==> config.mk <==
export PLATFORM = sky130hd
export DESIGN_NAME = vga_tile_renderer
export DESIGN_NICKNAME = d
export VERILOG_FILES = /design/src/rtl/vga_tile_renderer_pkg.sv /design/src/rtl/vga_tile_renderer_rom.sv /design/src/rtl/vga_tile_renderer.sv
export SDC_FILE = /design/constraint.sdc
export NUM_CORES = 1
export LEC_CHECK = 0
export CORE_UTILIZATION = 45
export DETAILED_ROUTE_END_ITERATION = 12
export PLACE_DENSITY = 0.72
export SLEW_MARGIN = 20
export SYNTH_ARGS = -nofsm -noshare
export SYNTH_HDL_FRONTEND = slang
export SYNTH_HIERARCHICAL = 1
export SYNTH_SLANG_ARGS = --single-unit
==> constraint.sdc <==
create_clock -name iVGA_CLK -period 1.7 [get_ports iVGA_CLK]
set_input_delay 0.425 -clock iVGA_CLK [delete_from_list [all_inputs] [get_ports iVGA_CLK]]
set_output_delay 0.425 -clock iVGA_CLK [all_outputs]
set_load 0.05 [all_outputs]
==> src/rtl/vga_tile_renderer_pkg.sv <==
// vga_tile_renderer_pkg: shared mode encodings, entity codes and colour-bar table for the tile renderer.
package vga_tile_renderer_pkg;
    typedef enum logic [1:0] {
        MODE_SPRITE = 2'd0,
        MODE_BARS   = 2'd1,
        MODE_CHECK  = 2'd2,
        MODE_SOLID  = 2'd3
    } mode_e;
    localparam int ENT_NOTHING = 0;
    // {R,G,B} on/off per bar, bar 0 in the low bits: white, magenta, yellow, red, cyan, blue, green, black
    localparam logic [23:0] BAR_TABLE = {3'b000, 3'b010, 3'b001, 3'b011, 3'b100, 3'b110, 3'b101, 3'b111};
endpackage

==> src/rtl/vga_tile_renderer_rom.sv <==
// tile_sprite_rom: synchronous-read sprite ROM, one-cycle latency, word = {R,G,B}.
// Contents are a fixed generated pattern: R = lx ^ ent, G = ly, B = 5*ent.
module tile_sprite_rom #(
    parameter int COLOR_W     = 4,
    parameter int ENT_W       = 2,
    parameter int TILE_W_LOG2 = 4,
    parameter int TILE_H_LOG2 = 4
) (
    input  logic                                       clk,
    input  logic [ENT_W+TILE_H_LOG2+TILE_W_LOG2-1:0]   addr,
    output logic [3*COLOR_W-1:0]                       rdata
);
    localparam int AW = ENT_W + TILE_H_LOG2 + TILE_W_LOG2;
    logic [TILE_W_LOG2-1:0] lx;
    logic [TILE_H_LOG2-1:0] ly;
    logic [ENT_W-1:0]       e;
    logic [3*COLOR_W-1:0]   data_d, data_q;
    always_comb begin
        lx     = addr[TILE_W_LOG2-1:0];
        ly     = addr[TILE_W_LOG2 +: TILE_H_LOG2];
        e      = addr[AW-1 -: ENT_W];
        data_d = {COLOR_W'(lx) ^ COLOR_W'(e), COLOR_W'(ly), COLOR_W'(e * 5)};
    end
    always_ff @(posedge clk) data_q <= data_d;
    assign rdata = data_q;
endmodule

==> src/rtl/vga_tile_renderer.sv <==
// vga_tile_renderer: 3-stage pixel colouriser (sprite/bars/checker/solid), frame-synchronous mode switch.
// Optional GRID_OVERLAY_EN draws a dim-grey tile grid in sprite mode.
module vga_tile_renderer
    import vga_tile_renderer_pkg::*;
#(
    parameter int COLOR_W     = 4,
    parameter int ENT_W       = 2,
    parameter int TILE_W_LOG2 = 4,
    parameter int TILE_H_LOG2 = 4,
    parameter int V_RES       = 480
) (
    input  logic               iVGA_CLK,
    input  logic               reset,
    input  logic [9:0]         iVGA_X,
    input  logic [9:0]         iVGA_Y,
    input  logic               iPix_Valid,
    input  logic [ENT_W-1:0]   ent,
    input  logic [1:0]         iMode,
    output logic [COLOR_W-1:0] oRed,
    output logic [COLOR_W-1:0] oGreen,
    output logic [COLOR_W-1:0] oBlue,
    output logic               oPix_Valid
);
    localparam int RGB_W = 3 * COLOR_W;
    logic [1:0]             sync1_q, sync2_q;
    mode_e                  mode_q, mode_d, mode1_q, mode1_d, mode2_q, mode2_d;
    logic [ENT_W-1:0]       ent1_q, ent1_d;
    logic [9:0]             y1_q, y1_d;
    logic                   cx1_q, cx1_d, v1_q, v1_d, v2_q, v2_d, nz2_q, nz2_d, pv_q, pv_d;
    logic [TILE_W_LOG2-1:0] lx1_q, lx1_d;
    logic [TILE_H_LOG2-1:0] ly1_q, ly1_d;
    logic [RGB_W-1:0]       pat2_q, pat2_d, rgb_q, rgb_d, rom_data, spr;
    logic [2:0]             bar_idx, bar;
`ifdef GRID_OVERLAY_EN
    logic                   ovl2_q, ovl2_d;
    always_comb ovl2_d = lx1_q == '0 || ly1_q == '0;
    always_ff @(posedge iVGA_CLK) ovl2_q <= reset ? 1'b0 : ovl2_d;
    always_comb spr = ovl2_q ? {3{1'b0, {(COLOR_W-1){1'b1}}}} : nz2_q ? rom_data : '0;
`else
    always_comb spr = nz2_q ? rom_data : '0;
`endif
    tile_sprite_rom #(
        .COLOR_W(COLOR_W), .ENT_W(ENT_W), .TILE_W_LOG2(TILE_W_LOG2), .TILE_H_LOG2(TILE_H_LOG2)
    ) u_rom (
        .clk(iVGA_CLK), .addr({ent1_q, ly1_q, lx1_q}), .rdata(rom_data)
    );
    always_comb begin
        // the frame-start pixel itself already sees the new mode
        mode_d  = (iVGA_X == 10'd0 && iVGA_Y == 10'd0) ? mode_e'(sync2_q) : mode_q;
        mode1_d = mode_d;
        ent1_d  = ent;
        y1_d    = iVGA_Y;
        cx1_d   = iVGA_X[TILE_W_LOG2];
        v1_d    = iPix_Valid;
        lx1_d   = iVGA_X[TILE_W_LOG2-1:0];
        ly1_d   = iVGA_Y[TILE_H_LOG2-1:0];
        bar_idx = (y1_q >= 10'(V_RES)) ? 3'd7 : 3'(y1_q / 10'(V_RES / 8));
        bar     = BAR_TABLE[bar_idx*3 +: 3];
        pat2_d  = mode1_q == MODE_BARS  ? {{COLOR_W{bar[2]}}, {COLOR_W{bar[1]}}, {COLOR_W{bar[0]}}} :
                  mode1_q == MODE_CHECK ? {RGB_W{cx1_q ^ y1_q[TILE_H_LOG2]}} : {RGB_W{1'b1}};
        mode2_d = mode1_q;
        v2_d    = v1_q;
        nz2_d   = ent1_q != ENT_W'(ENT_NOTHING);
        rgb_d   = !v2_q ? '0 : mode2_q == MODE_SPRITE ? spr : pat2_q;
        pv_d    = v2_q;
    end
    always_ff @(posedge iVGA_CLK) begin
        if (reset) begin
            sync1_q <= '0;
            sync2_q <= '0;
            mode_q  <= MODE_SPRITE;
            mode1_q <= MODE_SPRITE;
            mode2_q <= MODE_SPRITE;
            ent1_q  <= '0;
            y1_q    <= '0;
            cx1_q   <= 1'b0;
            v1_q    <= 1'b0;
            lx1_q   <= '0;
            ly1_q   <= '0;
            pat2_q  <= '0;
            v2_q    <= 1'b0;
            nz2_q   <= 1'b0;
            rgb_q   <= '0;
            pv_q    <= 1'b0;
        end else begin
            sync1_q <= iMode;
            sync2_q <= sync1_q;
            mode_q  <= mode_d;
            mode1_q <= mode1_d;
            mode2_q <= mode2_d;
            ent1_q  <= ent1_d;
            y1_q    <= y1_d;
            cx1_q   <= cx1_d;
            v1_q    <= v1_d;
            lx1_q   <= lx1_d;
            ly1_q   <= ly1_d;
            pat2_q  <= pat2_d;
            v2_q    <= v2_d;
            nz2_q   <= nz2_d;
            rgb_q   <= rgb_d;
            pv_q    <= pv_d;
        end
    end
    assign {oRed, oGreen, oBlue} = rgb_q;
    assign oPix_Valid = pv_q;
endmodule
==> parameters.txt, run 1 <==
Parameter                              Value

Run status
  Run status    complete, no violations

Synthesis
  Share of flip-flops with an asynchronous set or reset    0%
  Mean post-synth cell area    10.1 um^2
  Most used standard cells in the synthesized netlist    dfxtp_1 (54), nor2b_1 (25), nand2_1 (21)
  Post-synth EDFFs    0
  Yosys warns    6
  Most repeated cell in the gate-level netlist after synthesis    dfxtp_1
  Leading area contributor after synthesis    dfxtp_1
  Total nets after synthesis    207
  Register area share after synthesis    59.7%
  Number of distinct library cell variants in the gate-level netlist after synthesis    34
  Dominant cells by area after synthesis    dfxtp_1 (60%), nor2b_1 (8.6%), a21oi_1 (4.7%), nand2_1 (4.4%), xor2_1 (2.4%)
  Primary FF master, synth    dfxtp_1
  Instance count of the mapped netlist    180
  Yosys top cell area share    59.7%
  Syn Std Cell Area    1810 um^2
  #FFs+latches synth    54

Die
  Initial cell density of the core    48.0%
  Ports placed on the boundary    40
  Core ar.    3770 um^2
  Floorplan die area    4280 um^2
  Standard-cell row count    22
  Horiz. Die Dim    65.5 um
  Floorplan die height    65.5 um

Clock tree
  Clock latency on the worst-skew pair    0.30 ns
  Count of hold-fix buffers inserted at cts    0
  TritonCTS clock tree    built
  Number of gates resized after cts    0
  Clock-pin slew reported for the worst setup and hold paths after clock tree synthesis    0.09 ns
  Number of setup buffers added after CTS    0
  Root buffer selected by CTS    clkbuf_8
  Total number of clock tree sinks    54
  Maximum number of buffers from clock root to sink    2
  Number of H-tree branching levels    2
  Number of buffers created by CTS    5

Detailed routing
  Detailed-route via count    1308
  Final routed wirelength across all metal layers    2920 um
  DRT antenna net count    0
  Violation count after the first detailed-routing iteration    45
  Router iterations before antenna repair    4
  Vias per Instance    4.90
  DRC    0
  Routed wire per std cell    10.9 um

Critical path
  Critical Path AT    1.71 ns
  Critical path start-end classification    reg2reg
  Nature of the critical path endpoint    flop
  Crit path launch type    flop
  Peak fanout along the critical path    8
  Data required time at the worst endpoint    1.90 ns

Job
  Maximum Capacitance Violations    0

GRT
  First-pass GRT wire length    4720 um
  Remaining global-route overflow    0
  Maximum number of pins on one net before global-route repair    22
  Global Route Usage Sum    14.6%
  Number of global-route vias before repair    1140
  Initial antenna violation count    0

Pwr
  Power density normalized to cell area    1070 nW/um^2
  Static Leak    0.901 nW
  Total chip power    0.00251 W
  Worst IR Drop VDD    767 uV

Finish
  Core occupancy in the finished layout    61.9%
  Layout overhead on the synthesized area    28.9%
  Fraction of final layout cells sized beyond drive strength 1    13.7%
  Layout filler cell count    311
  Final cell count without fillers    267
  Number of diodes    0
  Final design instance area without fill    2330 um^2
  Net count reported at finish    245

STA
  Achievable clock frequency    663 MHz
  Ratio of final minimum period to clock period    88.7%
  Post-route minimum period    1.51 ns
  Setup-violating endpoint count in the final report    0
  Final Hold Slack    0.332 ns
  Measured slew at the worst slew-check pin    0.421 ns
  Clock Skew    0.00307 ns
  Relative slew slack    71.7%
  Hold violation count in the final report    0
  Final slew viol count    0
  Unrepaired setup endpoints after global routing    no

Placement
  Final weighted congestion in routability-driven placement    0.780
  Number of placed cells counting well taps    259
  Port buffer count    39
  Half-perimeter wire length of the detailed placement result    2280 um
  Area after DPL    2190 um^2

Hold path
  Worst min-delay path class    reg2reg
-- metrics by stage --
step                      setup WS [ns]  setup TNS (ns)
after global routing             0.0778               0
after floorplan                   0.389               0
after detailed placement        -0.0741          -0.147
after global placement          -0.0186         -0.0351
after CTS                         0.194               0
final                             0.192               0
-- area by class of cell --
cell class              instances  area, um^2  share of cell area [%]
flip-flops and latches         54        1080                    46.3
multi-input cells             113         659                    28.2
repair buffers                 43         388                    16.6
clock buffers                   6        82.6                    3.54
clock inverters                 2        60.1                    2.57
well taps                      48        60.1                    2.57
inverters                       1        3.75                   0.161
-- where the power goes --
group / leakage [nW] / internal, W / switching (W)
Sequential: 0.445 / 0.00131 / 0.0000329
Clock: 0.0714 / 0.000627 / 0.000375
Combinational: 0.384 / 0.0000963 / 0.0000625
Total: 0.901 / 0.00204 / 0.000470
-- worst max-delay path: stages, from the launching register on --
cell	delay (ns)
dfxtp_1	0.51
nand3_2	0.15
a21boi_2	0.20
o21ai_2	0.20
o221ai_1	0.15
a31o_1	0.20
-- layout by cell type (no fill, tap or decap), types with 4 or more instances in the layout --
cell and count:
nor2b_1 25, clkdlybuf4s50_1 26, nor2_1 7, nor4_1 5
a21oi_1 17, nand3_1 4, o21ai_0 7, nand2_1 21
clkbuf_8 6, xor2_1 5, nand2b_1 4, dfxtp_1 54
buf_4 17
-- path summary, 6_finish.rpt --
check           start               to  slack [ns]  cells after the start
min reg2reg  lx1_q[2]  u_rom/rdata[10]        0.33                      0
max           y1_q[4]        pat2_q[7]        0.19                      5
max reg2reg   y1_q[4]        pat2_q[7]        0.19                      5
min          lx1_q[2]  u_rom/rdata[10]        0.33                      0
-- routing by layer --
| layer | up-vias | global-route usage [%] | part of all wire [%] |
|---|---|---|---|
| met5 | - | 0 | 0 |
| met1 | 577 | 16.8 | 42 |
| met4 | 0 | 6.52 | 1.5 |
| met2 | 49 | 25.1 | 49 |
| met3 | 5 | 3.65 | 6.8 |
| li1 | 677 | - | - |
-- cell families after synthesis --
family,share of synthesized area (%)
simple gates,20.4
flops,59.7
compound gates,13.1
buf+inv,3.94
xor+xnor,2.42
mux,0.553
-- state kept, by name (all words and copies together) (netlist names) --
name / count
pv_d: 1
sync1_q: 2
v1_q: 1
mode1_q: 2
ent1_q: 2
y1_q: 10
lx1_q: 4
pat2_q: 3
sync2_q: 2
cx1_q: 1
oPix_Valid: 1
rgb_q: 12
mode2_q: 2
nz2_q: 1
u_rom/rdata: 10
No activity file was read; power rests on OpenSTA's default activity.
==> run 2: changes to the inputs <==
CORE_UTILIZATION = 44   (was 45)
PLACE_DENSITY = 0.74   (was 0.72)
clock period = 1.3 ns   (was 1.7 ns; I/O delays follow)
==> run 2 against run 1 <==
Effect of this change: the flow now finishes with violations (setup timing); combinational power grew 65%; count of clock-buffer cells in the layout down 1; critical path depth unchanged; maximum frequency is 8.0% higher; via count grew 5.0%; core utilization is 8.8 points higher; cell count rose by 4.9%; largest cell class unchanged; sequential cell count unchanged.
==> parameters.txt, run 2 (synthesis gave the netlist of run 1 again) <==
Parameter                              Value

Clock tree
  Root buffer selected by CTS    clkbuf_8
  Number of H-tree branching levels    2 (unchanged)
  Count of hold-fix buffers inserted at cts    0 (unchanged)
  TritonCTS clock tree    built
  Maximum number of buffers from clock root to sink    2 (unchanged)
  Total number of clock tree sinks    54 (unchanged)
  Number of buffers created by CTS    5 (unchanged)
  Clock-pin slew reported for the worst setup and hold paths after clock tree synthesis    0.09 ns (about the same)
  Clock latency on the worst-skew pair    0.31 ns (about the same)

Pwr
  Power density normalized to cell area    1170 nW/um^2 (+9.0%)
  Total internal power    0.00246 W (+21%)
  Total chip power    0.00315 W (+25%)
  Relative contribution of the clock network to total power    35.9% (-4.0 points)
  Static Leak    1.11 nW (+23%)
  Worst IR Drop VDD    656 uV (-14%)
  Sequential share of power    55.8% (+2.1 points)
  Switching power share of the total    21.9% (+3.2 points)
  Gate power share    8.4% (+2.1 points)
  Net switching power figure    0.000689 W (+47%)

Critical path
  Ordered cell list for the critical path    a21oi_1, o211ai_1, o211a_1, o221ai_2, a31o_1
  Highest-delay cell along the critical path    dfxtp_4
  Data required time at the worst endpoint    1.51 ns (-0.39 ns)
  Peak fanout along the critical path    6 (-2)
  Worst r2r dst    pat2_q[7]
  Crit path launch type    flop
  Reg-to-reg slack, setup    -0.1 ns (-0.29 ns)
  Critical path start-end classification    reg2reg
  Critical Path AT    1.60 ns (-0.11 ns)
  Nature of the critical path endpoint    flop
  CP peak stage delay    0.39 ns (-0.12 ns)
  Cell depth of the worst flop-to-flop path    5 (unchanged)
  RR Startpoint    y1_q[4]

Finish
  Commonest cells after routing, fill and taps aside    dfxtp_1 (49), nor2b_1 (25), nand2_1 (21)
  Final design instance area without fill    2690 um^2 (+15%)
  Number of diodes    0 (unchanged)
  Layout filler cell count    267 (-14%)
  Multi-input combinational cell area    727 um^2 (+10%)
  FF+latch area    1090 um^2 (+1.3%)
  Largest register FFs    12 (unchanged)
  Layout overhead on the synthesized area    48.3%
  Net count reported at finish    258 (+5.3%)
  Fraction of final layout cells sized beyond drive strength 1    25.4% (+12 points)
  Largest Register    rgb_q
  Most frequent standard cell in the layout excluding fill and tap cells    dfxtp_1

STA
  Final slew viol count    0 (unchanged)
  Hold violation count in the final report    0 (unchanged)
  Achievable clock frequency    716 MHz (+8.0%)
  Clock Skew    0.00666 ns (+0.00359 ns)
  Measured slew at the worst slew-check pin    0.478 ns (+0.0568 ns)
  Setup-violating endpoint count in the final report    2 (+2)
  Ratio of final minimum period to clock period    107% (+19 points)
  Setup total negative slack    -0.162 ns (-0.162 ns)
  Final Worst Setup Slack    -0.0960 ns (-0.288 ns)
  Post-route minimum period    1.40 ns (-0.112 ns)
  Relative slew slack    67.8% (-3.8 points)
  Unrepaired setup endpoints after global routing    yes

GRT
  Initial antenna violation count    0 (unchanged)
  Global Route Usage Sum    17.1% (+2.6 points)
  Maximum number of pins on one net before global-route repair    19 (-14%)
  Remaining global-route overflow    0 (unchanged)
  First-pass GRT wire length    5510 um (+17%)
  Number of global-route vias before repair    1294 (+14%)

Hold path
  Hold worst-path end    y1_q[4]
  Min-delay src    iVGA_Y[4]
  Worst Hold Path Cells    2 (+2)
  Worst min-delay path class    in2reg

Detailed routing
  Routed wire per std cell    11.6 um (+6.2%)
  Detailed-route via count    1374 (+5.0%)
  Vias per Instance    4.91 (+0.17%)
  Violation count after the first detailed-routing iteration    59 (+31%)
  Final routed wirelength across all metal layers    3250 um (+11%)
  DRT antenna net count    0 (unchanged)
  Router iterations before antenna repair    4 (unchanged)
  DRC    0 (unchanged)

Placement
  Pre-CTS worst setup slack    -0.443 ns (-0.369 ns)
  Final weighted congestion in routability-driven placement    0.791 (+1.4%)
  Port buffer count    39 (unchanged)
  Area after DPL    2450 um^2 (+12%)
  Half-perimeter wire length of the detailed placement result    2490 um (+9.4%)

Die
  Standard-cell row count    22 (unchanged)
  Initial cell density of the core    47.7% (-0.35 points)
  Ports placed on the boundary    40 (unchanged)
  Core ar.    3800 um^2 (+0.73%)
  Floorplan die area    4380 um^2 (+2.2%)
  Horiz. Die Dim    66.2 um (+1.1%)
  Floorplan die height    66.2 um (+1.1%)

Job
  Maximum Capacitance Violations    0 (unchanged)

Run status
  Run status    finished with violations
  Failing checks    setup timing
==> run 2: cell count changes in the layout (fill, tap and decap cells not counted), moves of 2 or more <==
cell,delta
nor4_1,-5
o21ai_0,-2
nor4_2,+4
dlymetal6s2s_1,+11
dfxtp_4,+3
dfxtp_2,+2
dlygate4sd2_1,+3
buf_12,+14
clkdlybuf4s50_1,-14
dfxtp_1,-5
==> run 2: repair_timing <==
item | 4_1_cts | 5_1_grt
pin swaps | 8 | 13
setup endpoints to repair | 4 | 4
gates cloned | 0 | 0
resized for setup | 17 | 19
buffers inserted | 1 | 1
==> run 2: layout make-up <==
type	count	share of cell area [%]
Inverter	1	0.140
Timing Repair Buffer	56	25.5
Tap cell	48	2.23
Sequential cell	54	40.7
Clock buffer	5	2.56
Multi-Input combinational cell	113	27.0
Clock inverter	3	1.82
==> run 2: power groups by stage <==
stage / clock network, W / registers, W / logic [W]
after floorplan: 0 / 0.00178 / 0.000120
after global placement: 0 / 0.00179 / 0.000238
after detailed placement: 0 / 0.00179 / 0.000248
after CTS: 0.00115 / 0.00175 / 0.000259
after global routing: 0.00125 / 0.00176 / 0.000287
final: 0.00113 / 0.00175 / 0.000263
==> run 2: worst max-delay path by stage <==
stage | end | slack, ns | startpoint | cells after the start
after floorplan | pat2_q[3] | 0.002 | y1_q[4] | 6
after global placement | mode1_q[1] | -0.32 | iVGA_Y[0] | 6
after detailed placement | mode1_q[1] | -0.44 | iVGA_Y[0] | 6
after CTS | pat2_q[3] | -0.06 | y1_q[4] | 5
after global routing | pat2_q[7] | -0.14 | y1_q[4] | 5
final | pat2_q[7] | -0.1 | y1_q[4] | 5
==> run 2: stage by stage <==
step           hold slack (ns)  instances  utilization [%]
2_1_floorplan            0.310        180                -
3_3_place_gp             0.313        270             64.5
3_5_place_dp             0.317        270             64.5
4_1_cts                  0.339        279             69.2
5_1_grt                  0.299        280             70.8
6_report                 0.284        280             70.8
==> run 2: routing by layer <==
metal / routed length, um / part of all wire, % / vias to the layer above / global-route usage [%]
li1: - / - / 700 / -
met1: 1370 / 42 / 628 / 18.8
met2: 1670 / 51 / 40 / 30.0
met3: 157 / 4.8 / 6 / 6.21
met4: 53 / 1.6 / 0 / 6.38
met5: 0 / 0 / - / 0
==> run 2: worst max-delay path, delay by kind of cell (launching register included) <==
family | cells | cell delay [ns]
flip-flops | 1 | 0.39
AO/OA/AOI/OAI | 5 | 0.90
==> run 3: changes to the inputs <==
CORE_MARGIN = 2   (was unset)
==> run 3 against run 2 <==
Effect of this change: the flow still finishes with violations (setup timing); sequential cell count did not move; clock power barely moved; combinational power fell by 4%; routed wire length fell by 1.3%; die area rose by 6.1%; maximum frequency rose by 3.6%; total power barely moved; worst setup slack improved by 0.049 ns; sequential power barely moved; count of clock-buffer cells in the layout did not move; first-iteration DRC count fell by 12%.
==> parameters.txt, run 3 (synthesis gave the netlist of run 1 again) <==
Parameter                              Value

Job
  Maximum Capacitance Violations    0 (unchanged)

Hold path
  Worst Hold Path Cells    2 (unchanged)
  Min-delay src    iVGA_X[4]
  Worst min-delay path class    in2reg
  Hold worst-path end    cx1_q

GRT
  Initial antenna violation count    0 (unchanged)
  First-pass GRT wire length    5310 um (-3.5%)
  Remaining global-route overflow    0 (unchanged)
  Global Route Usage Sum    15.6% (-1.5 points)
  Number of global-route vias before repair    1270 (-1.9%)
  Maximum number of pins on one net before global-route repair    27 (+8)

Pwr
  Worst IR Drop VDD    706 uV (+7.5%)
  Total chip power    0.00314 W (about the same)
  Gate power share    8.0% (-0.4 points)
  Power density normalized to cell area    1170 nW/um^2 (-0.27%)
  Switching power share of the total    22.0% (+0.091 points)
  Static Leak    1.14 nW (+2.2%)
  Sequential share of power    55.8% (about the same)
  Total internal power    0.00245 W (-0.20%)
  Net switching power figure    0.000691 W (+0.33%)
  Relative contribution of the clock network to total power    36.2% (+0.3 points)

STA
  Ratio of final minimum period to clock period    104% (-3.7 points)
  Setup-violating endpoint count in the final report    2 (unchanged)
  Post-route minimum period    1.35 ns (-0.0486 ns)
  Hold violation count in the final report    0 (unchanged)
  Measured slew at the worst slew-check pin    0.418 ns (-0.0595 ns)
  Setup total negative slack    -0.0889 ns (+0.0727 ns)
  Unrepaired setup endpoints after global routing    yes
  Achievable clock frequency    742 MHz (+3.6%)
  Final slew viol count    0 (unchanged)
  Relative slew slack    71.8% (+4.0 points)
  Final Worst Setup Slack    -0.0474 ns (+0.0486 ns)
  Clock Skew    0.00372 ns (-0.00293 ns)

Finish
  Largest register FFs    12 (unchanged)
  Largest Register    rgb_q
  Layout filler cell count    281 (+5.2%)
  Most frequent standard cell in the layout excluding fill and tap cells    dfxtp_1
  Commonest cells after routing, fill and taps aside    dfxtp_1 (50), nor2b_1 (25), nand2_1 (19)
  Fraction of final layout cells sized beyond drive strength 1    25.4% (unchanged)
  Layout overhead on the synthesized area    48.6%
  Number of diodes    0 (unchanged)
  Net count reported at finish    258 (unchanged)

Detailed routing
  Router iterations before antenna repair    4 (unchanged)
  Vias per Instance    4.76 (-3.1%)
  Violation count after the first detailed-routing iteration    52 (-12%)
  DRC    0 (unchanged)
  Detailed-route via count    1341 (-2.4%)
  DRT antenna net count    0 (unchanged)
  Final routed wirelength across all metal layers    3210 um (-1.3%)
  Routed wire per std cell    11.4 um (-2.0%)

Critical path
  Data required time at the worst endpoint    1.51 ns (about the same)
  Crit path launch type    flop
  Nature of the critical path endpoint    flop
  Peak fanout along the critical path    6 (unchanged)
  Critical path start-end classification    reg2reg
  RR Startpoint    y1_q[8]
  Cell depth of the worst flop-to-flop path    5 (unchanged)
  Reg-to-reg slack, setup    -0.05 ns (+0.05 ns)
  Critical Path AT    1.56 ns (-0.04 ns)
  Worst r2r dst    pat2_q[7]

Die
  Standard-cell row count    23 (+4.5%)
  Initial cell density of the core    45.6% (-2.1 points)
  Floorplan die area    4650 um^2 (+6.1%)
  Core ar.    3970 um^2 (+4.5%)
  Horiz. Die Dim    68.2 um (+3.0%)
  Floorplan die height    68.2 um (+3.0%)
  Ports placed on the boundary    40 (unchanged)

Clock tree
  TritonCTS clock tree    built
  Root buffer selected by CTS    clkbuf_8
  Number of H-tree branching levels    2 (unchanged)
  Clock-pin slew reported for the worst setup and hold paths after clock tree synthesis    0.10 ns (about the same)
  Total number of clock tree sinks    54 (unchanged)
  Maximum number of buffers from clock root to sink    2 (unchanged)
  Number of buffers created by CTS    5 (unchanged)
  Clock latency on the worst-skew pair    0.31 ns (about the same)

Run status
  Run status    finished with violations
  Failing checks    setup timing

Placement
  Port buffer count    39 (unchanged)
  Final weighted congestion in routability-driven placement    0.773 (-2.3%)
  Half-perimeter wire length of the detailed placement result    2360 um (-5.2%)
## run 3: changes by cell type in the layout (fill, tap and decap cells not counted)
cell	before	now
clkdlybuf4s50_1	12	10
dfxtp_1	49	50
dfxtp_2	2	1
dlygate4sd2_1	3	2
dlymetal6s2s_1	11	14
nand2_1	21	19
nand2_2	0	2
nor2_2	1	0
nor2_4	0	1
nor4_2	4	5
nor4_4	1	0
o221ai_1	1	2
o221ai_2	1	0
## run 3: power by group through the flow
stage	Sequential, W	Combinational (W)	Clock [W]
global route	0.00176	0.000276	0.00122
CTS	0.00176	0.000249	0.00115
floorplan	0.00178	0.000120	0
finish	0.00176	0.000252	0.00114
global placement	0.00179	0.000238	0
detailed placement	0.00180	0.000244	0
## run 3: repair_timing
item,CTS,global route
resized for setup,12,26
hold buffers,0,0
cloned,0,0
pin swaps,3,14
buffers inserted,0,2
endpoints found under the setup margin,4,4
## run 3: critical path: stages, from the launching register on
cell and delay, ns:
dfxtp_2 0.41, nand3_2 0.12, a21boi_2 0.19, o21ai_2 0.18, o221ai_1 0.15, a31o_1 0.19
## run 3: cell type report
class                           count  area (um^2)  share of cell area [%]
Sequential cell                    54         1090                    40.6
Clock inverter                      3         48.8                    1.81
Multi-Input combinational cell    113          722                    26.8
Tap cell                           50         62.6                    2.32
Clock buffer                        5         68.8                    2.56
Timing Repair Buffer               56          693                    25.7
Inverter                            1         3.75                   0.139
## run 3: worst max-delay path by stage
stage,start,endpoint,slack [ns],cells after the start
floorplan,y1_q[4],pat2_q[3],0.002,6
global placement,iVGA_X[6],mode1_q[0],-0.33,6
detailed placement,iVGA_Y[0],mode1_q[0],-0.41,6
CTS,y1_q[5],pat2_q[7],-0.06,6
global route,y1_q[7],pat2_q[3],-0.16,5
finish,y1_q[8],pat2_q[7],-0.05,5
## run 3: per-layer routing
| layer | global-route usage [%] | vias up | share of wire (%) |
|---|---|---|---|
| li1 | - | 703 | - |
| met1 | 17.3 | 596 | 42 |
| met2 | 26.8 | 37 | 51 |
| met3 | 5.26 | 5 | 5.2 |
| met4 | 7.50 | 0 | 2.0 |
| met5 | 0 | - | 0 |
## run 3: stage by stage
step	utilization (%)	setup WS, ns	hold slack, ns	cells	area (um^2)
after CTS	65.4	-0.0584	0.339	280	2600
after detailed placement	61.8	-0.408	0.317	272	2450
after global placement	61.8	-0.326	0.310	272	2450
after floorplan	-	0.00218	0.310	180	1810
after global routing	67.8	-0.159	0.296	282	2690
final	67.8	-0.0474	0.278	282	2690
==> patch, RTL diff (config.mk and constraints of run 2) <==
`TILE_W_LOG2` is set to 4 in 2 places; all go to 5.
--- a/src/rtl/vga_tile_renderer_rom.sv
+++ b/src/rtl/vga_tile_renderer_rom.sv
@@ -3,7 +3,7 @@
 module tile_sprite_rom #(
     parameter int COLOR_W     = 4,
     parameter int ENT_W       = 2,
-    parameter int TILE_W_LOG2 = 4,
+    parameter int TILE_W_LOG2 = 5,
     parameter int TILE_H_LOG2 = 4
 ) (
     input  logic                                       clk,
--- a/src/rtl/vga_tile_renderer.sv
+++ b/src/rtl/vga_tile_renderer.sv
@@ -5,7 +5,7 @@
 #(
     parameter int COLOR_W     = 4,
     parameter int ENT_W       = 2,
-    parameter int TILE_W_LOG2 = 4,
+    parameter int TILE_W_LOG2 = 5,
     parameter int TILE_H_LOG2 = 4,
     parameter int V_RES       = 480
 ) (
Function: changed (a bounded check fails within 10 cycles, from zero or initial values and one cycle with reset high).
==> patch against run 2 <==
Power down 4.8%; wire length is 3.8% higher; cell count up 2.5%; the run still ends with setup timing left; sequential cell count did not move; core utilization fell by 4.3 points; largest cell class unchanged; synthesized area up 4.7%; worst setup slack got worse by 0.024 ns; non-clock buffer count shrank 3; design area rose by 0.28%.
==> patch: results (changes against run 2) <==
status:
  status: "complete, but fails checks"  # unchanged
  violations: "setup timing"  # unchanged
routing:
  wl_met2_microns: 1710  # was 1670 microns
  met3_wirelength_microns: 211  # was 157 microns
  via_per_inst: 4.99  # was 4.91
  m1WireLength_microns: 1370  # about the same
  wl_microns: 3370  # was 3250 microns
timing:
  final.setup.tns_ns: -0.158  # was -0.162 ns
  setup_violations: 3  # was 2
  skew_ns: 0.00935  # was 0.00666 ns
  setup_ws_ns: -0.120  # was -0.0960 ns
  hold_ws_ns: 0.332  # was 0.284 ns
  worst_slew_margin_rel: 0.701  # was 0.678
pwr:
  p_leak_nw: 1.03  # was 1.11 nW
global_route:
  track_usage: 0.167  # was 0.171
  grt_util_met1: 0.184  # was 0.188
  grt_pass1_wl_microns: 5550  # was 5510 microns
  grt_max_degree: 24  # was 19
place:
  place_worst_setup_slack_ns: -0.371  # was -0.443 ns
  dp_hpwl_microns: 2470  # was 2490 microns
  place_inst: 278  # was 270
  place_area_sq_um: 2480  # was 2450 sq um
finish:
  fin_cells: 287  # was 280
  fillerInstances: 304  # was 267
critical_path:
  cp.arrival_ns: 1.64  # was 1.60 ns
  critPathMaxFanout: 7  # was 6
yosys:
  syn_nets: 217  # was 207
worst_hold_path:
  hold-path-endpoint: "u_rom/rdata[10]$_DFF_P_"  # was y1_q[4]$_SDFF_PP0_
  hold_class: "reg -> reg"  # was in -> reg
  hold-path-cell-count: 0  # was 2
  worstHoldStart: "lx1_q[2]$_SDFF_PP0_"  # was iVGA_Y[4]
patch: cell type report:
type,count,area [sq um],area share
tap,50,62.6,0.0232
clock inverter,2,17.5,0.00650
clock buffer,6,82.6,0.0306
timing repair buffer,53,637,0.236
multi-input combinational,118,781,0.290
sequential,54,1100,0.408
inverter,4,15.0,0.00557
patch: timing repair:
item / CTS / global route
buffers inserted: 1 / 0
endpoints found under the setup margin: 4 / 4
pin swaps: 10 / 11
gates resized for setup: 19 / 11
patch: report_power, final:
part           switching (W)  internal, W  total (W)
Clock               0.000518     0.000438   0.000957
Combinational       0.000111     0.000169   0.000279
Sequential         0.0000429      0.00171    0.00176
Total               0.000672      0.00232    0.00299
patch: worst register-to-register path: stages, from the launching register on:
cell and delay (ns):
dfxtp_4 0.42, o22ai_2 0.09, o211a_1 0.24, o221ai_1 0.26, a31oi_1 0.13, nor3_1 0.20
